## config.mk

```make
export PLATFORM = sky130hd
export DESIGN_NAME = regmap_byte_bridge_flat
export DESIGN_NICKNAME = d
export VERILOG_FILES = /design/src/rtl/regmap_byte_bridge_if.sv /design/src/rtl/regmap_byte_bridge.sv /design/src/flat_wrapper.sv
export SDC_FILE = /design/constraint.sdc
export NUM_CORES = 1
export LEC_CHECK = 0
export BUFFER_PORTS_ARGS = -buffer_cell sky130_fd_sc_hd__buf_2
export CELL_PAD_IN_SITES_DETAIL_PLACEMENT = 0
export CELL_PAD_IN_SITES_GLOBAL_PLACEMENT = 2
export CORE_ASPECT_RATIO = 0.75
export CORE_MARGIN = 4
export CORE_UTILIZATION = 35
export CTS_BUF_LIST = sky130_fd_sc_hd__clkbuf_4
export DETAILED_ROUTE_END_ITERATION = 6
export PLACE_DENSITY = 0.92
export SKIP_CTS_REPAIR_TIMING = 1
export SLEW_MARGIN = 10
export SYNTH_ARGS = -nofsm -noshare
export SYNTH_HDL_FRONTEND = slang
export SYNTH_SLANG_ARGS = --single-unit
```

## constraint.sdc

```tcl
create_clock -name i_clk -period 3.3 [get_ports i_clk]
set_input_delay 0.165 -clock i_clk [delete_from_list [all_inputs] [get_ports i_clk]]
set_output_delay 0.165 -clock i_clk [all_outputs]
set_load 0.02 [all_outputs]
```

## src/rtl/regmap_byte_bridge_if.sv

```systemverilog
// rtl/regmap_byte_bridge_if.sv - byte receive, regmap and response signals of the byte bridge
interface regmap_byte_bridge_if #(
  parameter int ADDR_WIDTH = 4
);
  logic                  i_rx_valid;
  logic [7:0]            i_rx_data;
  logic                  o_rx_ready;
  logic                  o_wren;
  logic [ADDR_WIDTH-1:0] o_addr;
  logic [7:0]            o_wrdata;
  logic                  i_rdvalid;
  logic [7:0]            i_rddata;
  logic                  o_tx_valid;
  logic [7:0]            o_tx_data;
  logic                  i_tx_ready;
  logic                  o_timeout;
  logic                  o_cmd_err;
  logic                  o_overrun;

  modport slave (
    input  i_rx_valid, i_rx_data, i_rdvalid, i_rddata, i_tx_ready,
    output o_rx_ready, o_wren, o_addr, o_wrdata, o_tx_valid, o_tx_data,
           o_timeout, o_cmd_err, o_overrun
  );

  modport master (
    output i_rx_valid, i_rx_data, i_rdvalid, i_rddata, i_tx_ready,
    input  o_rx_ready, o_wren, o_addr, o_wrdata, o_tx_valid, o_tx_data,
           o_timeout, o_cmd_err, o_overrun
  );
endinterface

```

## src/rtl/regmap_byte_bridge.sv

```systemverilog
// rtl/regmap_byte_bridge.sv - byte command decoder driving regmap writes and single-byte read responses
module regmap_byte_bridge #(
  parameter int ADDR_WIDTH     = 4,
  parameter int TIMEOUT_CYCLES = 1000,
  parameter int CNT_WIDTH      = 16
) (
  input  logic                 i_clk,
  input  logic                 i_rst_n,
  regmap_byte_bridge_if.slave  bus
);

  typedef enum logic [1:0] {IDLE, WR_DATA, RD_WAIT, TX} state_t;

  localparam bit                   TMO_EN   = (TIMEOUT_CYCLES != 0);
  localparam logic [CNT_WIDTH-1:0] CNT_LAST = CNT_WIDTH'(TIMEOUT_CYCLES - 1);

  state_t                state, next;
  logic                  rx_ready, wren, cmd_err, timeout, overrun, tx_valid;
  logic [ADDR_WIDTH-1:0] addr;
  logic [7:0]            wrdata, tx_data;
  logic [CNT_WIDTH-1:0]  cnt;

  logic accept, bad_cmd, tmo_hit, in_wait;
  logic wren_d, err_d, tmo_d, load_addr, load_wr, load_tx;

  assign accept  = bus.i_rx_valid && rx_ready;
  // Bits between the address field and the R/W flag must be zero.
  assign bad_cmd = (bus.i_rx_data[6:0] >> ADDR_WIDTH) != 7'd0;
  assign in_wait = (state == WR_DATA) || (state == RD_WAIT);
  assign tmo_hit = TMO_EN && (cnt == CNT_LAST);

  always_comb begin
    next      = state;
    wren_d    = 1'b0;
    err_d     = 1'b0;
    tmo_d     = 1'b0;
    load_addr = 1'b0;
    load_wr   = 1'b0;
    load_tx   = 1'b0;
    case (state)
      IDLE: begin
        if (accept) begin
          if (bad_cmd) begin
            err_d = 1'b1;
          end else begin
            load_addr = 1'b1;
            next      = bus.i_rx_data[7] ? WR_DATA : RD_WAIT;
          end
        end
      end
      WR_DATA: begin
        // An arriving data byte beats a timeout in the same cycle.
        if (accept) begin
          load_wr = 1'b1;
          wren_d  = 1'b1;
          next    = IDLE;
        end else if (tmo_hit) begin
          tmo_d = 1'b1;
          next  = IDLE;
        end
      end
      RD_WAIT: begin
        if (bus.i_rdvalid) begin
          load_tx = 1'b1;
          next    = TX;
        end else if (tmo_hit) begin
          tmo_d = 1'b1;
          next  = IDLE;
        end
      end
      TX: begin
        if (bus.i_tx_ready) next = IDLE;
      end
      default: next = IDLE;
    endcase
  end

  always_ff @(posedge i_clk) begin
    if (!i_rst_n) begin
      state    <= IDLE;
      rx_ready <= 1'b1;
      wren     <= 1'b0;
      cmd_err  <= 1'b0;
      timeout  <= 1'b0;
      overrun  <= 1'b0;
      tx_valid <= 1'b0;
      addr     <= '0;
      wrdata   <= 8'd0;
      tx_data  <= 8'd0;
      cnt      <= '0;
    end else begin
      state    <= next;
      rx_ready <= (next == IDLE) || (next == WR_DATA);
      wren     <= wren_d;
      cmd_err  <= err_d;
      timeout  <= tmo_d;
      tx_valid <= (next == TX);
      if (bus.i_rx_valid && !rx_ready) overrun <= 1'b1;
      if (load_addr) addr    <= bus.i_rx_data[ADDR_WIDTH-1:0];
      if (load_wr)   wrdata  <= bus.i_rx_data;
      if (load_tx)   tx_data <= bus.i_rddata;
      // Count only while parked in a waiting state; any entry or accepted byte restarts.
      if (!TMO_EN || !in_wait || (next != state) || accept) cnt <= '0;
      else                                                 cnt <= cnt + 1'b1;
    end
  end

  assign bus.o_rx_ready = rx_ready;
  assign bus.o_wren     = wren;
  assign bus.o_addr     = addr;
  assign bus.o_wrdata   = wrdata;
  assign bus.o_tx_valid = tx_valid;
  assign bus.o_tx_data  = tx_data;
  assign bus.o_timeout  = timeout;
  assign bus.o_cmd_err  = cmd_err;
  assign bus.o_overrun  = overrun;

endmodule
```

## src/flat_wrapper.sv

```systemverilog
// flat-port wrapper written by rule: the top's interface ports become plain ports
module regmap_byte_bridge_flat 
#(
  parameter int ADDR_WIDTH     = 4,
  parameter int TIMEOUT_CYCLES = 1000,
  parameter int CNT_WIDTH      = 16
)
  (i_clk, i_rst_n, bus_i_rx_valid, bus_i_rx_data, bus_i_rdvalid, bus_i_rddata, bus_i_tx_ready, bus_o_rx_ready, bus_o_wren, bus_o_addr, bus_o_wrdata, bus_o_tx_valid, bus_o_tx_data, bus_o_timeout, bus_o_cmd_err, bus_o_overrun);
  regmap_byte_bridge_if #(.ADDR_WIDTH(ADDR_WIDTH)) bus_i ();
  input  logic i_clk;
  input  logic i_rst_n;
  input wire logic [$bits(bus_i.i_rx_valid)-1:0] bus_i_rx_valid;
  input wire logic [$bits(bus_i.i_rx_data)-1:0] bus_i_rx_data;
  input wire logic [$bits(bus_i.i_rdvalid)-1:0] bus_i_rdvalid;
  input wire logic [$bits(bus_i.i_rddata)-1:0] bus_i_rddata;
  input wire logic [$bits(bus_i.i_tx_ready)-1:0] bus_i_tx_ready;
  output wire logic [$bits(bus_i.o_rx_ready)-1:0] bus_o_rx_ready;
  output wire logic [$bits(bus_i.o_wren)-1:0] bus_o_wren;
  output wire logic [$bits(bus_i.o_addr)-1:0] bus_o_addr;
  output wire logic [$bits(bus_i.o_wrdata)-1:0] bus_o_wrdata;
  output wire logic [$bits(bus_i.o_tx_valid)-1:0] bus_o_tx_valid;
  output wire logic [$bits(bus_i.o_tx_data)-1:0] bus_o_tx_data;
  output wire logic [$bits(bus_i.o_timeout)-1:0] bus_o_timeout;
  output wire logic [$bits(bus_i.o_cmd_err)-1:0] bus_o_cmd_err;
  output wire logic [$bits(bus_i.o_overrun)-1:0] bus_o_overrun;
  assign bus_i.i_rx_valid = bus_i_rx_valid;
  assign bus_i.i_rx_data = bus_i_rx_data;
  assign bus_i.i_rdvalid = bus_i_rdvalid;
  assign bus_i.i_rddata = bus_i_rddata;
  assign bus_i.i_tx_ready = bus_i_tx_ready;
  assign bus_o_rx_ready = bus_i.o_rx_ready;
  assign bus_o_wren = bus_i.o_wren;
  assign bus_o_addr = bus_i.o_addr;
  assign bus_o_wrdata = bus_i.o_wrdata;
  assign bus_o_tx_valid = bus_i.o_tx_valid;
  assign bus_o_tx_data = bus_i.o_tx_data;
  assign bus_o_timeout = bus_i.o_timeout;
  assign bus_o_cmd_err = bus_i.o_cmd_err;
  assign bus_o_overrun = bus_i.o_overrun;
  regmap_byte_bridge #(.ADDR_WIDTH(ADDR_WIDTH), .TIMEOUT_CYCLES(TIMEOUT_CYCLES), .CNT_WIDTH(CNT_WIDTH)) u_core (.i_clk(i_clk), .i_rst_n(i_rst_n), .bus(bus_i));
endmodule
```

Word level (Yosys, flattened, before mapping)
Cells that the tools add are included.
W data, S select, Z words.
{ "totals": {"regBits": 44, "inputBits": 21, "out_inout_bits": 26, "word_cells": 53} }
{ "op_classes": {"add_sub_neg": 1, "n_eq_ne": 7, "muxes": 20, "bitwise_logic": 1, "reduce_logical": 13} }
{ "ops": {"columns": ["cell", "n"], "rows": [
  ["$add A16 B1 Y16 const B", 1],
  ["$eq A16 B10 Y1 const B", 1],
  ["$mux W2", 7],
  ["$mux W1", 11],
  ["$pmux W2 S4", 1],
  ["$reduce_bool A7 Y1", 1],
  ["$eq A2 B2 Y1 const B", 3],
  ["$eq A2 B1 Y1 const B", 2],
  ["$logic_not A2 Y1", 2],
  ["$logic_or A1 B1 Y1", 4],
  ["$reduce_and A3 Y1", 1],
  ["$logic_and A1 B1 Y1", 2],
  ["$logic_not A1 Y1", 2],
  ["$ne A2 B2 Y1", 1],
  ["$pmux W1 S2", 1],
  ["$reduce_or A2 Y1", 1],
  ["$not A1 Y1", 1]
]} }

Logic depth before layout (Yosys ltp)
{ "logic_depth": {"ltp_word": 8, "depth_mapped": 7, "depth_no_buf": 6} }

Worst setup path after synthesis
Ideal clock, no wire load.
{ "synth_path": {"kind": "flip-flop to flip-flop", "start": "register u_core.cnt[0]", "end": "register u_core.cnt[0]", "arrival_time_ns": 2.134, "slack_ns": 1.032, "path_stages_with_launch": 7, "path_buffers": 1, "period_less_slack_ns": 2.268, "cell_sequence": "dfxtp_1 ha_1 or4bb_1 or4_4 a221oi_4 buf_6 a211oi_1"} }
{ "synth_via": {"elab_chain_len": 8} }
{ "synth_rtl": {"columns": ["element", "line_no", "rtl"], "rows": [
  ["start: declaration", "regmap_byte_bridge.sv:21", "logic [CNT_WIDTH-1:0] cnt;"],
  ["start signal: assignment", "regmap_byte_bridge.sv:104", "else cnt <= cnt + 1'b1;"],
  ["$eq A16 B10 Y1", "regmap_byte_bridge.sv:30", "assign tmo_hit = TMO_EN && (cnt == CNT_LAST);"],
  ["$mux W2", "regmap_byte_bridge.sv:57, regmap_byte_bridge.sv:66", null],
  ["$mux W2, on equally long branches", "regmap_byte_bridge.sv:63, regmap_byte_bridge.sv:53", null],
  ["$pmux W2 S4", "regmap_byte_bridge.sv:40", "case (state)"],
  ["$ne A2 B2 Y1", "regmap_byte_bridge.sv:103", "if (!TMO_EN || !in_wait || (next != state) || accept) cnt <= '0;"],
  ["$logic_or A1 B1 Y1 (2 in a row)", "regmap_byte_bridge.sv:103", null],
  ["$reduce_or A2 Y1 (no line)", null, null]
]} }
Parallel ways exist; a longest one is shown, timed or not.
A chain may end at the register's enable or synchronous reset.

Worst setup path after layout
{ "layout_path": {"start": "register u_core.cnt[0]", "end": "register u_core.cnt[15]"} }
Same word-level chain as after synthesis.

==> reports/qor.csv <==
stage,metric,value,unit
setup_path,Worst Reg2Reg Path Length in Cells,5,
floorplanning,# IOs,47,
cts,Bufs on Longest Clock Path,2,
setup_path,worst-path maximum fanout,16,
pwr,VDD IR max,0.000199,V
logic_synthesis,cell count after synthesis,211,
grt,GRT met3 Usage,3.67,%
grt,antenna violations before repair,0,
setup_path,Crit path depth,5,
sta,Final TNS setup,0,ns
sta,worst rel slew slack,48.7,%
cts,Worst-Skew Late Latency,0.35,ns
setup_path,capture point of the worst reg-to-reg path,u_core.cnt[15],
layout,Total Nets Final,283,
logic_synthesis,simple-gate area share of the yosys netlist,21.9,%
grt,grt total ovfl,0,
grt,GRT Util Overall,13.5,%
grt,number of global-route vias before repair,1495,
setup_path,CP Data Required Time,3.50,ns
detailed_routing,drt initial violations,60,
logic_synthesis,Synth area leader,dfxtp_1,
grt,pin count of the biggest net entering global routing,25,
setup_path,R2R Setup Slk,0.68,ns
sta,unrepaired setup endpoints after global routing,false,
logic_synthesis,Synth Area in Adders,3.31,%
worst_hold_path,Hold Path Class,input port to flip-flop,
sta,fmax,382,MHz
logic_synthesis,post-synthesis average cell area,8.96,um^2
cts,H-tree lvl count,2,
setup_path,WP buf/inv,0,
flow_run,total of max-cap violations,0,
logic_synthesis,largest family of logic cells by synthesized area,simple AND/OR/NAND/NOR gates,
setup_path,crit-path leading delay family,simple AND/OR/NAND/NOR gates,
logic_synthesis,"flops & latches, synth",44,
detailed_routing,post-route ant nets,0,
logic_synthesis,Compound-Gate Fraction of Synth Area,16.0,%
sta,worst setup margin,0.681,ns
logic_synthesis,post-synthesis sequential area ratio,46.6,%
pwr,Pwr Density,417,nW/um^2
pwr,LEAKAGE,0.000849,uW
placement,pre-CTS WS,0.723,ns
cts,clock slew at reported path FFs,0.13,ns
grt,GRT Max-Usage Layer,met1,
worst_hold_path,hold path depth,3,
placement,IO buf count,46,
floorplanning,initial core utilization,37.3,%
grt,grt met2 use,18.1,%
logic_synthesis,Synth area leaders,"dfxtp_1 (47%), nand2_1 (7.9%), a211oi_1 (6.4%), a21oi_1 (5.0%), xnor2_1 (4.2%)",
logic_synthesis,synthesized area,1890,um^2
logic_synthesis,net count after synthesis,237,
logic_synthesis,synth warn,0,
floorplanning,die width,92.9,um
setup_path,crit-path max cell delay,0.65,ns
setup_path,CP endpoint kind,flip-flop,
detailed_routing,vias,1631,
cts,CTS sink cnt,44,
setup_path,worst r2r src,u_core.cnt[0],
floorplanning,die area,6650,um^2
sta,Worst-Margin Slew,0.769,ns
setup_path,CP max-delay cell,a221oi_4,
layout,layout cells sized above 1,23.6,%
cts,CTS Buf Count,5,
logic_synthesis,Yosys top cell area share,46.6,%
sta,Setup Skew,0.0113,ns
logic_synthesis,mux contribution to synthesized area,2.12,%
detailed_routing,drt wl/cell,13.4,um
setup_path,arrival time worst endpoint,2.82,ns
floorplanning,DIE HEIGHT,71.7,um
placement,Final GP Congestion,0.778,
setup_path,Critical Path End,u_core.cnt[15],
layout,"commonest cells after routing, fill and taps aside","buf_2 (46), dfxtp_1 (44), nand2_1 (40), a21oi_1 (19), a211oi_1 (16)",
sta,max-slew violations,0,
sta,Fin. Hold Viols,0,
setup_path,Crit. Startpoint,u_core.cnt[0],
detailed_routing,final WL,4430,um
sta,# setup viols final,0,
floorplanning,core area,5060,um^2
logic_synthesis,post-synthesis xor/xnor area fraction,6.49,%
detailed_routing,drt drc,0,
layout,Syn-to-layout area delta,19.6,%
grt,met1 usage,20.4,%
sta,ratio of final minimum period to clock period,79.4,%
detailed_routing,vias per cell,4.94,
cts,TritonCTS clock tree,built,
detailed_routing,drt pass-1 iters,4,
layout,"commonest non-fill, non-tap cell in the layout",buf_2,
setup_path,CP Cell Sequence,ha_1 -> or4bb_1 -> or4_4 -> a221oi_4 -> a211oi_1,
layout,number of diodes,0,
grt,first-pass GRT wire length,7210,um
sta,minimum clock period,2.62,ns
run_status,status,completed,
layout,FILL cells,551,
setup_path,Worst Setup Start Kind,flip-flop,
cts,Root Buffer,clkbuf_4,
logic_synthesis,Synth cell types,34,
placement,Final HPWL DP,3180,um
setup_path,CP Class,flip-flop to flip-flop,
floorplanning,row count,22,
[report_power, final]
group,internal [uW],switching (uW),leakage (uW)
sequential,537,3.94,0.000355
clock,158,175,0.0000412
combinational,24.6,44.3,0.000452
total,720,223,0.000849
[worst min-delay path by stage]
stage	from	endpoint	slack, ns
global placement	bus_i_rddata[0]	u_core.bus.o_tx_data[0]	0.41
floorplan	bus_i_rddata[0]	u_core.bus.o_tx_data[0]	0.30
finish	bus_i_rddata[3]	u_core.bus.o_tx_data[3]	0.04
global route	bus_i_rx_data[5]	u_core.bus.o_wrdata[5]	0.02
detailed placement	bus_i_rddata[3]	u_core.bus.o_tx_data[3]	0.41
CTS	bus_i_rddata[3]	u_core.bus.o_tx_data[3]	0.03
[worst min-delay path: stages]
cell,delay (ns)
buf_2,0.09
nand2_1,0.04
a21oi_1,0.05
[per-stage QoR]
stage | utilization [%] | power [uW] | hold slack, ns | area [um^2] | std cells
floorplan | - | 593 | 0.301 | 1890 | 211
global placement | 43.1 | 622 | 0.408 | 2180 | 322
detailed placement | 43.1 | 622 | 0.412 | 2180 | 322
CTS | 44.6 | 957 | 0.0255 | 2260 | 330
global route | 44.6 | 984 | 0.0154 | 2260 | 330
finish | 44.6 | 943 | 0.0402 | 2260 | 330
[registers in the layout, summed over array words and instances, names as in the netlist]
name / count
u_core.cnt: 16
u_core.bus.o_overrun: 1
u_core.bus.o_wren: 1
u_core.bus.o_addr: 4
u_core.bus.o_wrdata: 8
u_core.bus.o_tx_valid: 1
u_core.bus.o_rx_ready: 1
u_core.bus.o_cmd_err: 1
u_core.bus.o_timeout: 1
u_core.bus.o_tx_data: 8
u_core.state: 2
[kinds of logic (layout without fill, tap and decap cells)]
logic type	Yosys count	count (layout)
AO/OA/AOI/OAI	43	43
multiplexers	4	4
buffers and inverters	16	63
adder cells (fa/ha/maj)	5	5
AND/OR/NAND/NOR	85	85
flip-flops	44	44
XOR/XNOR	14	14
[layout make-up]
| class | instances | area, um^2 | share of cell area, % |
|---|---|---|---|
| Clock inverter | 3 | 42.5 | 1.88 |
| Clock buffer | 5 | 37.5 | 1.66 |
| Inverter | 8 | 30.0 | 1.33 |
| Tap cell | 72 | 90.1 | 3.98 |
| Timing Repair Buffer | 47 | 238 | 10.5 |
| Sequential cell | 44 | 881 | 39.0 |
| Multi-Input combinational cell | 151 | 942 | 41.7 |
[Yosys cell counts (all sizes together)]
| cell type | instances |
|---|---|
| nand2 | 40 |
| or4bb | 1 |
| nand3 | 8 |
| ha | 5 |
| a31oi | 1 |
| o311ai | 1 |
| a41oi | 1 |
| a21o | 1 |
| nor3 | 6 |
| nor2b | 1 |
| and3 | 3 |
| xnor2 | 9 |
| a211oi | 16 |
| xor2 | 5 |
| a221o | 1 |
| dfxtp | 44 |
| nand4 | 4 |
| o221a | 1 |
| a21oi | 19 |
| nor2 | 9 |
| a211o | 1 |
| or4b | 2 |
| clkbuf | 5 |
| or4 | 1 |
| mux2i | 4 |
| inv | 8 |
| a221oi | 1 |
| and4 | 1 |
| buf | 3 |
| and2 | 2 |
| nor4 | 6 |
| or2 | 1 |
[routing by layer]
metal | vias to the layer above | share of wire (%)
met5 | - | 0
met4 | 0 | 1.1
met3 | 5 | 4.5
met2 | 34 | 42
met1 | 748 | 53
li1 | 844 | -
Note: power is estimated with default switching activity, not from simulation.
